===== config.mk =====
export PLATFORM = sky130hd
export DESIGN_NAME = core_db_rx
export DESIGN_NICKNAME = d
export VERILOG_FILES = /design/src/rtl/core_db_rx.sv
export SDC_FILE = /design/constraint.sdc
export NUM_CORES = 1
export LEC_CHECK = 0
export BUFFER_PORTS_ARGS = -buffer_cell sky130_fd_sc_hd__clkbuf_2
export CAP_MARGIN = 20
export CORE_MARGIN = 4
export CORE_UTILIZATION = 35
export CTS_CLUSTER_SIZE = 20
export DETAILED_ROUTE_END_ITERATION = 7
export GPL_TIMING_DRIVEN = 0
export PLACE_DENSITY = 0.61
export SLEW_MARGIN = 5
export SYNTH_ARGS = -nofsm -noshare
export SYNTH_HDL_FRONTEND = slang
export SYNTH_SLANG_ARGS = --single-unit

===== constraint.sdc =====
create_clock -name CLK -period 3.5 [get_ports CLK]
set_clock_uncertainty 0.2 [all_clocks]
set_input_delay 0.875 -clock CLK [delete_from_list [all_inputs] [get_ports CLK]]
set_output_delay 0.875 -clock CLK [all_outputs]
set_load 0.01 [all_outputs]

===== src/rtl/core_db_rx.sv =====
// core_db_rx -- NoC flit receiver for the core data bus.
// Accepts 11-bit flits, checks parity and framing, drops packets addressed
// to other nodes, and delivers payload bytes through a small output FIFO so
// the core can apply backpressure.
//
// Ports:
//   CLK        clock, all state changes on the rising edge
//   RESET      synchronous active-high reset
//   in_data    flit: [10:9] kind (01 HEAD, 10 BODY), [8] even parity, [7:0] payload
//   in_valid   flit present
//   in_ready   flit accepted when in_valid && in_ready
//   out_data   payload byte
//   out_sop    first byte of a packet
//   out_eop    last byte of a packet
//   out_err    byte arrived with a parity error
//   out_valid  byte present
//   out_ready  byte consumed when out_valid && out_ready
//   err_cnt    saturating protocol/parity error count
//   pkt_cnt    saturating delivered-packet count (eop bytes pushed)
module core_db_rx #(
  parameter logic [3:0]  NODE_ADDR = 4'h0,
  parameter int unsigned DEPTH     = 4
) (
  input  logic        CLK,
  input  logic        RESET,
  input  logic [10:0] in_data,
  input  logic        in_valid,
  output logic        in_ready,
  output logic [7:0]  out_data,
  output logic        out_sop,
  output logic        out_eop,
  output logic        out_err,
  output logic        out_valid,
  input  logic        out_ready,
  output logic [7:0]  err_cnt,
  output logic [7:0]  pkt_cnt
);

  localparam int unsigned AW = (DEPTH > 1) ? $clog2(DEPTH) : 1;
  localparam logic [AW:0] C_FULL = (AW+1)'(DEPTH);

  localparam logic [1:0] S_IDLE = 2'd0;
  localparam logic [1:0] S_BODY = 2'd1;
  localparam logic [1:0] S_DROP = 2'd2;

  localparam logic [1:0] K_HEAD = 2'b01;
  localparam logic [1:0] K_BODY = 2'b10;

  logic [1:0]    r_state;
  logic [3:0]    r_rem;
  logic          r_first;
  logic [7:0]    r_err_cnt;
  logic [7:0]    r_pkt_cnt;

  // FIFO entry layout: {err, eop, sop, data[7:0]}
  logic [10:0]   r_mem [DEPTH];
  logic [AW-1:0] r_wptr;
  logic [AW-1:0] r_rptr;
  logic [AW:0]   r_count;

  logic [1:0]    w_kind;
  logic          w_par_ok;
  logic [3:0]    w_dst;
  logic [3:0]    w_len;
  logic          w_full;
  logic          w_empty;
  logic          w_in_ready;
  logic          w_acc;
  logic          w_out_valid;
  logic          w_pop;
  logic          w_push;
  logic          w_err;
  logic          w_pkt;
  logic [1:0]    w_nstate;
  logic [3:0]    w_nrem;
  logic          w_nfirst;
  logic [10:0]   w_push_data;
  logic [10:0]   w_head;

  assign w_kind   = in_data[10:9];
  assign w_par_ok = ~(^in_data[8:0]);
  assign w_dst    = in_data[7:4];
  assign w_len    = in_data[3:0];

  assign w_full  = (r_count == C_FULL);
  assign w_empty = (r_count == '0);

  // Ready is a function of registered state only (plus reset gating), so a
  // pop in the same cycle never opens a slot for a push on a full FIFO.
  assign w_in_ready  = !RESET && ((r_state != S_BODY) || !w_full);
  assign w_acc       = in_valid && w_in_ready;
  assign w_out_valid = !RESET && !w_empty;
  assign w_pop       = w_out_valid && out_ready;

  assign w_push_data = {!w_par_ok, (r_rem == 4'd1), r_first, in_data[7:0]};

  always_comb begin
    w_push   = 1'b0;
    w_err    = 1'b0;
    w_pkt    = 1'b0;
    w_nstate = r_state;
    w_nrem   = r_rem;
    w_nfirst = r_first;
    case (r_state)
      S_IDLE: begin
        if (w_acc) begin
          if (w_kind == K_HEAD && w_par_ok && w_len != 4'd0) begin
            w_nrem = w_len;
            if (w_dst == NODE_ADDR) begin
              w_nstate = S_BODY;
              w_nfirst = 1'b1;
            end else begin
              w_nstate = S_DROP;
            end
          end else begin
            w_err = 1'b1;
          end
        end
      end
      S_BODY: begin
        if (w_acc) begin
          if (w_kind == K_BODY) begin
            w_push   = 1'b1;
            w_err    = !w_par_ok;
            w_nrem   = r_rem - 4'd1;
            w_nfirst = 1'b0;
            if (r_rem == 4'd1) begin
              w_pkt    = 1'b1;
              w_nstate = S_IDLE;
            end
          end else begin
            w_err = 1'b1;
          end
        end
      end
      S_DROP: begin
        if (w_acc) begin
          if (w_kind == K_BODY) begin
            w_nrem = r_rem - 4'd1;
            if (r_rem == 4'd1) begin
              w_nstate = S_IDLE;
            end
          end else begin
            w_err = 1'b1;
          end
        end
      end
      default: begin
        w_nstate = S_IDLE;
      end
    endcase
  end

  always_ff @(posedge CLK) begin
    if (RESET) begin
      r_state   <= S_IDLE;
      r_rem     <= '0;
      r_first   <= 1'b0;
      r_err_cnt <= '0;
      r_pkt_cnt <= '0;
      r_wptr    <= '0;
      r_rptr    <= '0;
      r_count   <= '0;
    end else begin
      r_state <= w_nstate;
      r_rem   <= w_nrem;
      r_first <= w_nfirst;
      if (w_err && r_err_cnt != 8'hFF) begin
        r_err_cnt <= r_err_cnt + 8'd1;
      end
      if (w_pkt && r_pkt_cnt != 8'hFF) begin
        r_pkt_cnt <= r_pkt_cnt + 8'd1;
      end
      if (w_push) begin
        r_wptr <= r_wptr + 1'b1;
      end
      if (w_pop) begin
        r_rptr <= r_rptr + 1'b1;
      end
      case ({w_push, w_pop})
        2'b10:   r_count <= r_count + 1'b1;
        2'b01:   r_count <= r_count - 1'b1;
        default: r_count <= r_count;
      endcase
    end
  end

  // Storage needs no reset: validity is carried entirely by r_count.
  always_ff @(posedge CLK) begin
    if (w_push) begin
      r_mem[r_wptr] <= w_push_data;
    end
  end

  assign w_head = r_mem[r_rptr];

  assign in_ready  = w_in_ready;
  assign out_valid = w_out_valid;
  assign out_data  = w_out_valid ? w_head[7:0] : '0;
  assign out_sop   = w_out_valid ? w_head[8]   : 1'b0;
  assign out_eop   = w_out_valid ? w_head[9]   : 1'b0;
  assign out_err   = w_out_valid ? w_head[10]  : 1'b0;
  assign err_cnt   = r_err_cnt;
  assign pkt_cnt   = r_pkt_cnt;

endmodule


== Word level (Yosys, flattened, before mapping) ==
Memories as Yosys holds them, arrays and structs flattened. A register that Yosys moved wholly into a read port is not among the register bits.
Index checks and enable logic that the tools add are counted.

* Input port bits: 15
* Flip-flop bits (word level): 30
* Bits in writable memories: 44
* Memories kept: 1

{| class="wikitable"
|+ Memories
! memory !! words !! bits a word !! read ports !! clocked after memory_dff !! wr ports !! RTL line !! text
|-
| r_mem || 4 || 11 || 1 || 1 || 1 || 56 || <nowiki>logic [10:0] r_mem [DEPTH];</nowiki>
|}

* Bitwise logic cells: 1
* Add/sub/neg operators: 7
* Eq/ne operators: 19
* Mux-type cells: 41
* Reductions and logical operators: 24

{| class="wikitable"
|+ Operator list
! kind !! count
|-
| $mux W1 || 23
|-
| $add A8 B1 Y8 const B || 2
|-
| $mux W2 || 8
|-
| $mux W4 || 4
|-
| $ne A8 B8 Y1 const B || 2
|-
| $ne A2 B2 Y1 const B || 5
|-
| $reduce_and A5 Y1 || 2
|-
| $reduce_xor A9 Y1 || 1
|-
| $logic_and A1 B1 Y1 || 8
|-
| $mux W8 || 1
|-
| $ne A2 B1 Y1 const B || 4
|-
| $pmux W4 S2 || 1
|-
| $eq A2 B1 Y1 const B || 3
|-
| $eq A2 B2 Y1 const B || 3
|-
| $pmux W3 S2 || 1
|-
| $reduce_and A6 Y1 || 1
|-
| $reduce_bool A2 Y1 || 3
|-
| $add A2 B1 Y2 const B || 2
|-
| $eq A4 B1 Y1 const B || 1
|-
| $logic_not A4 Y1 || 1
|-
| $pmux W2 S2 || 1
|-
| $reduce_bool A4 Y1 || 1
|-
| $sub A4 B1 Y4 const B || 1
|-
| $add A3 B1 Y3 const B || 1
|-
| other kinds (10) || 12
|}

== Depth between registers and ports, before layout ==
Gate-level depths: netlist of the first run.

* Depth in word-level cells: 9
* Mapped depth: 12
* Mapped depth without buffers: 12

== Worst setup path before layout of the first run ==
Ideal clock, no wire load.

* Path type: input port to flip-flop
* From: in RESET
* To: reg r_count[2]
* Slack: 0.648 ns
* Path buffers: 1
* Stages: 9
* Data arrival time: 2.582 ns
* Path through: clkbuf_1 > nor2_1 > and2_1 > ha_1 > inv_1 > fa_1 > xor2_1 > or3_1 > a21oi_1

* Elaborated cells on any way between the ends: 11

{| class="wikitable"
|+ RTL lines
! item !! RTL line !! text
|-
| start, declared || 25 || <nowiki>input logic RESET,</nowiki>
|-
| $logic_not A1 Y1 * || 92 || <nowiki>assign w_out_valid = !RESET && !w_empty;</nowiki>
|-
| $logic_and A1 B1 Y1 * || 92 ||
|-
| $logic_and A1 B1 Y1 * || 93 || <nowiki>assign w_pop = w_out_valid && out_ready;</nowiki>
|-
| named net w_pop || 70 || <nowiki>logic w_pop;</nowiki>
|-
| $eq A2 B1 Y1 / $eq A2 B2 Y1 (equally long branches) || 180 || <nowiki>case ({w_push, w_pop})</nowiki>
|-
| $pmux W3 S2 / $reduce_bool A2 Y1 (equally long branches) || n/a ||
|-
| end signal, assigned || 181 || <nowiki>2'b10: r_count <= r_count + 1'b1;</nowiki>
|-
| end signal, assigned || 182 || <nowiki>2'b01: r_count <= r_count - 1'b1;</nowiki>
|-
| end signal, assigned || 183 || <nowiki>default: r_count <= r_count;</nowiki>
|-
| end, declared || 59 || <nowiki>logic [AW:0] r_count;</nowiki>
|}

The timed path passes the listed nets; every way through them passes the cells marked *.
A chain may end at the register's enable or synchronous reset.

== Worst setup path in the final report of the first run ==
* From: in RESET
* To: out out_data[1]

* Word-level cells in the longest chain between the ends: 3

{| class="wikitable"
|+ Ends and longest elaborated chain
! item !! RTL line !! text
|-
| $logic_not A1 Y1 || 92 ||
|-
| $logic_and A1 B1 Y1 || 92 ||
|-
| $mux W8 || 199 || <nowiki>assign out_data = w_out_valid ? w_head[7:0] : '0;</nowiki>
|-
| end, declared || 29 || <nowiki>output logic [7:0] out_data,</nowiki>
|}

Every way passes these cells.

==> flow_metrics.tcl, run 1 <==
set metrics [dict create \
    run_status "finished, final reports clean" \
    seqPwrFrac 0.556 \
    async_reset_ff_frac 0 \
    ff_latch_area_um2 1960 \
    die_y_um 110 \
    avgSynthCellArea_um2 12.0 \
    detail_route.wirelength_um 7250 \
    clk_pin_slew_ps 70 \
    reg2reg_slack_ps 710 \
    p_switching_mw 0.405 \
    diodes 0 \
    vias 2454 \
    max_freq_mhz 307 \
    cts_sinks 76 \
    max_slew.worst_pin.slew_ps 596 \
    intPower_mw 1.32 \
    rows 36 \
    synth_edf_count 44 \
    slowest_stage "nor2_1" \
    setup-violations-final 0 \
    drt_first_pass_iters 4 \
    peakVddDrop_mv 0.197 \
    core_area_um2 9950 \
    io_pins 44 \
    cts_tree "done" \
    drive_gt1_frac 0.229 \
    design.die.area_um2 12100 \
    netlist_instances 304 \
    cts_buffers 9 \
    antenna_found_initial 0 \
    crit_chain "clkbuf_2, clkbuf_1, nor2_1, clkbuf_2, and2_1, clkbuf_2" \
    ys_warn_count 0 \
    ys_seq_area_frac 0.540 \
    holdCritStartpoint "r_wptr[1]" \
    grtUsageMet1 0.164 \
    fin_cells 496 \
    routedWlPerCell_um 14.6 \
    synth_seq_cells 76 \
    crit_fanout 10 \
    p_sw_frac 0.234 \
    fillCellCount 956 \
    synth_area_um2 3640 \
    use_met2 0.214 \
    grt_max_degree 14 \
    postCtsSetupBuffers 0 \
    final_util 0.423 \
    met3_usage 0.0399 \
    drt-vias-per-instance 4.95 \
    slew_violations 0 \
    slew_headroom 0.603 \
    die_w_um 110 \
    power_leakage_nw 1.55 \
    post-route-period-util 0.930 \
    cp_common_cell "clkbuf_2" \
    setup_tns_ps 0 \
    busiest_layer "met2" \
    start_kind "input pin" \
    drv_cap 0 \
    clockBufferDepth 2 \
    start_util 0.365 \
    p_comb_frac 0.071 \
    worstSetupStartpoint "RESET" \
    required_ps 2420 \
    hold_viol_final 0 \
    rsz0062_at_grt "no" \
    nets 391 \
    ant_nets 0 \
    portBuffers 43 \
    dpl_cell_area_um2 4020 \
    path_class "input pin to output pin" \
    cts_root_buf "clkbuf_8" \
    gp_congestion 0.769 \
    synth_cell_type_count 57 \
    yosys_most_used_dff "edfxtp_1" \
    syn-num-nets 337 \
    clk_latency_ps 340 \
    dp.cells 480 \
    drc 0 \
    r2r_start "r_state[1]" \
    gr-total-overflow 0 \
    drt_iter0_markers 142 \
    multi_input_area_um2 1520 \
    powerDensity_nw_per_um2 410 \
    hold_path.class "flip-flop to flip-flop" \
    grt_pass1_vias 2443 \
    area_delta_synth_final_pct 15.9 \
    slowest_delay_ps 390 \
    fin_area_um2 4220 \
    period_needed_ps 3260 \
    grt_pass1_wl_um 12000 \
    worstPathArrival_ps 2180 \
    gr-usage-all-layers 0.131 \
    cts.htree.levels 3 \
    dpl.hpwl_um 5150 \
    pwr-share-clk 0.373 \
    end_kind "output pin" \
]
sequential cells by signal, indices dropped and copies added (netlist names), named ones only:
name     cells
r_wptr       2
err_cnt      8
pkt_cnt      8
r_state      2
r_count      3
r_first      1
r_mem       44
r_rptr       2
r_rem        4
cells by family after synthesis:
kind of cell / synth area share
AOI/OAI and AO/OA: 0.0802
buffers and inverters: 0.0423
adders and majority gates: 0.0640
and+or+nand+nor: 0.159
DFF: 0.540
muxes: 0.0771
xor gates and xnor gates: 0.0375
metrics by stage:
| step | hold WS [ps] | setup WS [ps] | total power [mW] |
|---|---|---|---|
| final | 297 | 244 | 1.73 |
| after CTS | 298 | 76.0 | 1.75 |
| after floorplan | 254 | 648 | 1.06 |
| after global routing | 327 | 127 | 1.80 |
| after global placement | 278 | 48.4 | 1.10 |
| after detailed placement | 288 | 72.8 | 1.10 |
cell type report:
type                    instances  area share
well taps                     133      0.0395
plain buffers                  11      0.0128
multi-input cells             190       0.361
clock buffers                  12      0.0395
clock inverters                 4     0.00712
inverters                      27      0.0240
repair buffers                 43      0.0511
flip-flops and latches         76       0.465
worst max-delay path, delay by kind of cell:
kind	cells	cell delay, ps
buffers and inverters	4	750
AND/OR/NAND/NOR	2	550
cells in the final DEF (no fill, tap or decap), drive strengths merged, types with 2 or more instances in the layout:
master / synthesis / final
clkbuf: 6 / 61
edfxtp: 44 / 44
dfxtp: 32 / 32
inv: 27 / 28
nor2: 23 / 23
and2: 19 / 19
ha: 17 / 17
nand2: 13 / 13
mux4: 11 / 11
o21ai: 9 / 9
nand3: 9 / 9
a21oi: 8 / 8
xnor2: 7 / 7
nor4: 7 / 7
xor2: 6 / 6
nor2b: 5 / 5
or4: 5 / 5
o311ai: 5 / 5
buf: 5 / 5
nor3: 4 / 4
or3: 4 / 4
o21a: 3 / 3
o32ai: 3 / 3
a31oi: 3 / 3
o41ai: 3 / 3
nand2b: 2 / 2
and4: 2 / 2
nand4: 2 / 2
mux2: 2 / 2
clkinv: 0 / 2
what timing repair did:
item | CTS | global route
resized for setup | 0 | 2
setup endpoints to repair | 0 | 5
hold endpoints to repair | 0 | 0
hold buffers | 0 | 0
Yosys cell counts, drive strengths merged, types with 2 or more instances:
library cell | number | area [µm²]
o311ai | 5 | 43.8
ha | 17 | 213
nand2 | 13 | 51.3
nand3 | 9 | 45.0
inv | 27 | 101
edfxtp | 44 | 1320
nand4 | 2 | 12.5
o21ai | 9 | 45.0
a21oi | 8 | 40.0
nor2b | 5 | 31.3
nor2 | 23 | 86.3
buf | 5 | 30.0
dfxtp | 32 | 641
or4 | 5 | 41.3
o32ai | 3 | 26.3
xor2 | 6 | 52.6
mux4 | 11 | 248
nor3 | 4 | 25.0
or3 | 4 | 30.0
a31oi | 3 | 18.8
xnor2 | 7 | 61.3
nand2b | 2 | 12.5
nor4 | 7 | 43.8
o41ai | 3 | 26.3
and2 | 19 | 119
clkbuf | 6 | 22.5
and4 | 2 | 17.5
o21a | 3 | 22.5
mux2 | 2 | 22.5
metal layers:
metal | vias to the layer above | wire [µm]
li1 | 1223 | -
met1 | 1169 | 3320
met3 | 4 | 359
met4 | 0 | 57
met5 | - | 0
met2 | 58 | 3520
power groups by stage:
stage | Combinational, mW | Sequential (mW) | Clock, mW
6_report | 0.123 | 0.959 | 0.644
5_1_grt | 0.140 | 0.961 | 0.704
4_1_cts | 0.123 | 0.959 | 0.667
3_5_place_dp | 0.122 | 0.980 | 0
3_3_place_gp | 0.121 | 0.980 | 0
2_1_floorplan | 0.0803 | 0.980 | 0
final timing paths:
check,to,cells past startpoint
min reg2reg,r_wptr[1],2
max,out_data[1],6
max reg2reg,r_count[2],12
min,r_wptr[1],2
Power figures use the tool's default switching activity.
==> run 2: changes to the inputs <==
- RECOVER_POWER: default -> 100
- clock period: 3.5 -> 4.05 ns (I/O delays scaled with it)
==> flow_metrics.tcl, run 2 (synthesis gave the netlist of run 1 again) <==
set metrics [dict create \
    grt_max_degree 14 \
    power.total_mw 1.49 \
    slowest_delay_ps 380 \
    slowest_stage "nor2_1" \
    drt-vias-per-instance 4.93 \
    worstSetupStartpoint "RESET" \
    area_delta_synth_final_pct 14.6 \
    gp_congestion 0.769 \
    run_status "finished, final reports clean" \
    crit_fanout 10 \
    ctsHoldBuffers 0 \
    setup_tns_ps 0 \
    ctsResizeCount 0 \
    ff2ff_path_depth 12 \
    design.die.area_um2 12100 \
    powerDensity_nw_per_um2 357 \
    pwr-share-clk 0.374 \
    portBuffers 43 \
    p_sw_frac 0.235 \
    largest_reg_flops 44 \
    nets 391 \
    drt_first_pass_iters 4 \
    peakVddDrop_mv 0.170 \
    path_delay_family "buffers and inverters" \
    gr-usage-all-layers 0.131 \
    required_ps 2840 \
    worstPathArrival_ps 2460 \
    grt_pass1_vias 2443 \
    hold_path.class "flip-flop to flip-flop" \
    clk_pin_slew_ps 80 \
    path_class "input pin to output pin" \
    start_util 0.365 \
    vias 2443 \
    cts_tree "done" \
    cts.htree.levels 3 \
    crit_chain "clkbuf_1, clkbuf_1, nor2_1, clkbuf_1, and2_1, clkbuf_1" \
    reg2reg_slack_ps 840 \
    die_y_um 110 \
    max_slew.worst_pin.slew_ps 870 \
    ant_nets 0 \
    diodes 0 \
    final_cell_mix "44 x edfxtp_1, 38 x clkbuf_1, 32 x dfxtp_1" \
    p_comb_frac 0.069 \
    crit_buf_inv 4 \
    drv_cap 0 \
    drt_iter0_markers 116 \
    start_kind "input pin" \
    rows 36 \
    r2r_end "r_count[2]" \
    cts_root_buf "clkbuf_8" \
    antenna_found_initial 0 \
    final_util 0.418 \
    period_needed_ps 3670 \
    max_freq_mhz 272 \
    detail_route.wirelength_um 7240 \
    drc 0 \
    cp_common_cell "clkbuf_1" \
    hold_viol_final 0 \
    clockBufferDepth 2 \
    gr-total-overflow 0 \
    intPower_mw 1.14 \
    mostFrequentLayoutCell "edfxtp_1" \
    slew_violations 0 \
    crit_path_end "out_data[6]" \
    regMostFlops "r_mem" \
    r2r_start "r_state[1]" \
    crit_cells 6 \
    io_pins 44 \
    routedWlPerCell_um 14.6 \
    postCtsSetupBuffers 0 \
    slew_headroom 0.420 \
    seqPwrFrac 0.557 \
    end_kind "output pin" \
    cts_buffers 9 \
    cts_sinks 76 \
    clk_latency_ps 340 \
    setup-violations-final 0 \
    die_w_um 110 \
    rsz0062_at_grt "no" \
    post-route-period-util 0.906 \
    power_leakage_nw 1.43 \
    core_area_um2 9950 \
    p_switching_mw 0.349 \
    grt_pass1_wl_um 12000 \
    dpl.hpwl_um 5150 \
    drive_gt1_frac 0.132 \
]
-- run 2: layout make-up --
type                            instances  area, µm²
Buffer                                 11       51.3
Inverter                               27        101
Multi-Input combinational cell        190       1510
Clock buffer                           12        166
Fill cell                             967       5790
Clock inverter                          4       30.0
Sequential cell                        76       1960
Timing Repair Buffer                   43        178
Tap cell                              133        166
-- run 2: power groups by stage --
| stage | registers [mW] | clock network (mW) | logic [mW] |
|---|---|---|---|
| after global routing | 0.830 | 0.609 | 0.118 |
| after CTS | 0.829 | 0.577 | 0.106 |
| final | 0.829 | 0.557 | 0.103 |
| after floorplan | 0.847 | 0 | 0.0694 |
| after global placement | 0.847 | 0 | 0.104 |
| after detailed placement | 0.847 | 0 | 0.106 |
-- run 2: worst reg2reg max path, cell delays in order (launching register included) --
cell and delay, ps:
dfxtp_1 360, inv_1 80, ha_1 230, nand4bb_2 120, nand2_2 80, nor3_1 660
inv_1 330, ha_1 310, inv_1 80, fa_1 180, xor2_1 70, or3_1 300
a21oi_1 140
-- run 2: how the worst min path moves through the flow --
stage | from | end | slack, ps | cells after the start
after floorplan | r_first | r_mem[0][8] | 250 | 0
after global placement | r_first | r_mem[2][8] | 280 | 0
after detailed placement | r_wptr[1] | r_wptr[1] | 290 | 2
after CTS | r_wptr[1] | r_wptr[1] | 300 | 2
after global routing | r_wptr[1] | r_wptr[1] | 330 | 2
final | r_wptr[1] | r_wptr[1] | 300 | 2
-- run 2: per-layer routing --
metal / share of wire / GRT usage / up-vias
met5: 0 / 0 / -
li1: - / - / 1223
met4: 0.010 / 0.0454 / 0
met3: 0.053 / 0.0399 / 4
met1: 0.45 / 0.164 / 1166
met2: 0.49 / 0.214 / 50
-- run 2: stage by stage --
stage / hold WS [ps] / area, µm² / setup WS (ps) / instances
4_1_cts: 298 / 4210 / 351 / 496
3_3_place_gp: 278 / 4020 / 323 / 480
6_report: 296 / 4170 / 380 / 496
5_1_grt: 327 / 4170 / 212 / 496
3_5_place_dp: 288 / 4020 / 348 / 480
2_1_floorplan: 254 / 3640 / 968 / 304
==> run 3: changes to the inputs <==
--- a/config.mk
+++ b/config.mk
@@ -8,9 +8,9 @@
 export BUFFER_PORTS_ARGS = -buffer_cell sky130_fd_sc_hd__clkbuf_2
 export CAP_MARGIN = 20
-export CORE_MARGIN = 4
 export CORE_UTILIZATION = 35
 export CTS_CLUSTER_SIZE = 20
 export DETAILED_ROUTE_END_ITERATION = 7
 export GPL_TIMING_DRIVEN = 0
+export HOLD_SLACK_MARGIN = 0.03
 export PLACE_DENSITY = 0.61
 export RECOVER_POWER = 100
==> constraint.sdc (replaced) <==
create_clock -name CLK -period 4.05 [get_ports CLK]
set_clock_uncertainty 0.2 [all_clocks]
set_input_delay 0.405 -clock CLK [delete_from_list [all_inputs] [get_ports CLK]]
set_output_delay 0.405 -clock CLK [all_outputs]
set_load 0.01 [all_outputs]
==> flow_metrics.tcl, run 3 (synthesis gave the netlist of run 1 again) <==
set metrics [dict create \
    worstPathArrival_ps 3270 \
    grt_pass1_vias 2433 \
    power_leakage_nw 1.43 \
    peakVddDrop_mv 0.253 \
    drt-vias-per-instance 4.92 \
    regMostFlops "r_mem" \
    slowest_stage "nor3_1" \
    slew_violations 0 \
    powerDensity_nw_per_um2 379 \
    crit_cells 12 \
    crit_path_end "r_count[2]" \
    ant_nets 0 \
    postCtsSetupBuffers 0 \
    end_kind "flip-flop" \
    die_y_um 104 \
    rsz0062_at_grt "no" \
    drc 0 \
    dpl.hpwl_um 5100 \
    rows 36 \
    clk_pin_slew_ps 90 \
    cts.htree.levels 3 \
    path_delay_family "simple AND/OR/NAND/NOR gates" \
    drive_gt1_frac 0.118 \
    clk_latency_ps 350 \
    fin_ws_ps 847 \
    hold_viol_final 0 \
    crit_fanout 9 \
    setup_tns_ps 0 \
    start_kind "flip-flop" \
    post-place-ws_ps 1140 \
    io_pins 44 \
    drt_first_pass_iters 4 \
    ff2ff_path_depth 12 \
    r2r_start "r_state[1]" \
    area_delta_synth_final_pct 14.9 \
    cts_root_buf "clkbuf_8" \
    routedWlPerCell_um 14.9 \
    drv_cap 0 \
    largest_reg_flops 44 \
    antenna_found_initial 0 \
    post-route-period-util 0.791 \
    crit_buf_inv 3 \
    die_w_um 104 \
    vias 2442 \
    cts_sinks 76 \
    cts_tree "done" \
    mostFrequentLayoutCell "edfxtp_1" \
    path_class "flip-flop to flip-flop" \
    grt_max_degree 15 \
    gr-usage-all-layers 0.145 \
    start_util 0.367 \
    slew_headroom 0.427 \
    period_needed_ps 3200 \
    reg2reg_slack_ps 850 \
    run_status "finished, final reports clean" \
    detail_route.wirelength_um 7400 \
    drt_iter0_markers 119 \
    portBuffers 43 \
    r2r_end "r_count[2]" \
    final_cell_mix "44 x edfxtp_1, 43 x clkbuf_1, 32 x dfxtp_1" \
    cp_common_cell "inv_1" \
    diodes 0 \
    grt_pass1_wl_um 12300 \
    clockBufferDepth 2 \
    worstSetupStartpoint "r_state[1]" \
    max_freq_mhz 312 \
    slowest_delay_ps 630 \
    ctsHoldBuffers 0 \
    gp_congestion 0.897 \
    holdWs_ps 150 \
    crit_chain "inv_1, ha_1, nand4bb_2, nand2_2, nor3_1, inv_1, ha_1, inv_1, fa_1, xor2_1, or3_1, a21oi_1" \
    setup-violations-final 0 \
    hold_path.class "input pin to flip-flop" \
    required_ps 4120 \
    core_area_um2 9910 \
    ctsResizeCount 0 \
    cts_buffers 9 \
    gr-total-overflow 0 \
    nets 391 \
    design.die.area_um2 10800 \
    max_slew.worst_pin.slew_ps 860 \
]
-- run 3: cell count changes in the layout (fill, tap and decap cells not counted), moves of 2 or more --
cell | before | now
and2_0 | 15 | 7
clkbuf_1 | 38 | 43
bufinv_16 | 0 | 2
and2_1 | 4 | 12
clkbuf_2 | 13 | 9
-- run 3: worst min path at each step --
stage	cells past startpoint	startpoint	slack [ps]	endpoint
after detailed placement	2	r_wptr[1]	290	r_wptr[1]
final	1	in_data[7]	150	r_mem[0][7]
after CTS	1	in_data[6]	80	r_mem[0][6]
after global placement	0	r_first	280	r_mem[2][8]
after global routing	1	in_data[6]	140	r_mem[1][6]
after floorplan	0	r_first	250	r_mem[0][8]
-- run 3: cell type report --
type                    count  area, µm²
clock buffers               9        124
well taps                 133        166
fillers                   974       5730
inverters                  27        101
multi-input cells         190       1510
clock inverters             7       98.8
repair buffers             43        173
flip-flops and latches     76       1960
plain buffers              11       42.5
-- run 3: power by group --
part / internal [mW] / switching, mW / total (mW)
Sequential: 0.824 / 0.00565 / 0.829
Combinational: 0.0365 / 0.0676 / 0.104
Clock: 0.351 / 0.299 / 0.651
Total: 1.21 / 0.372 / 1.58
-- run 3: layer usage --
layer	GRT usage	share of wire	vias to the layer above
li1	-	-	1221
met1	0.186	0.47	1169
met2	0.242	0.49	47
met3	0.0376	0.036	5
met4	0.0367	0.0080	0
met5	0	0	-
-- run 3: metrics by stage --
stage	power [mW]	area [µm²]	cells	utilization
global route	1.65	4180	496	0.422
detailed placement	0.954	4020	480	0.405
floorplan	0.916	3640	304	-
CTS	1.60	4240	496	0.428
global placement	0.951	4020	480	0.405
finish	1.58	4180	496	0.422
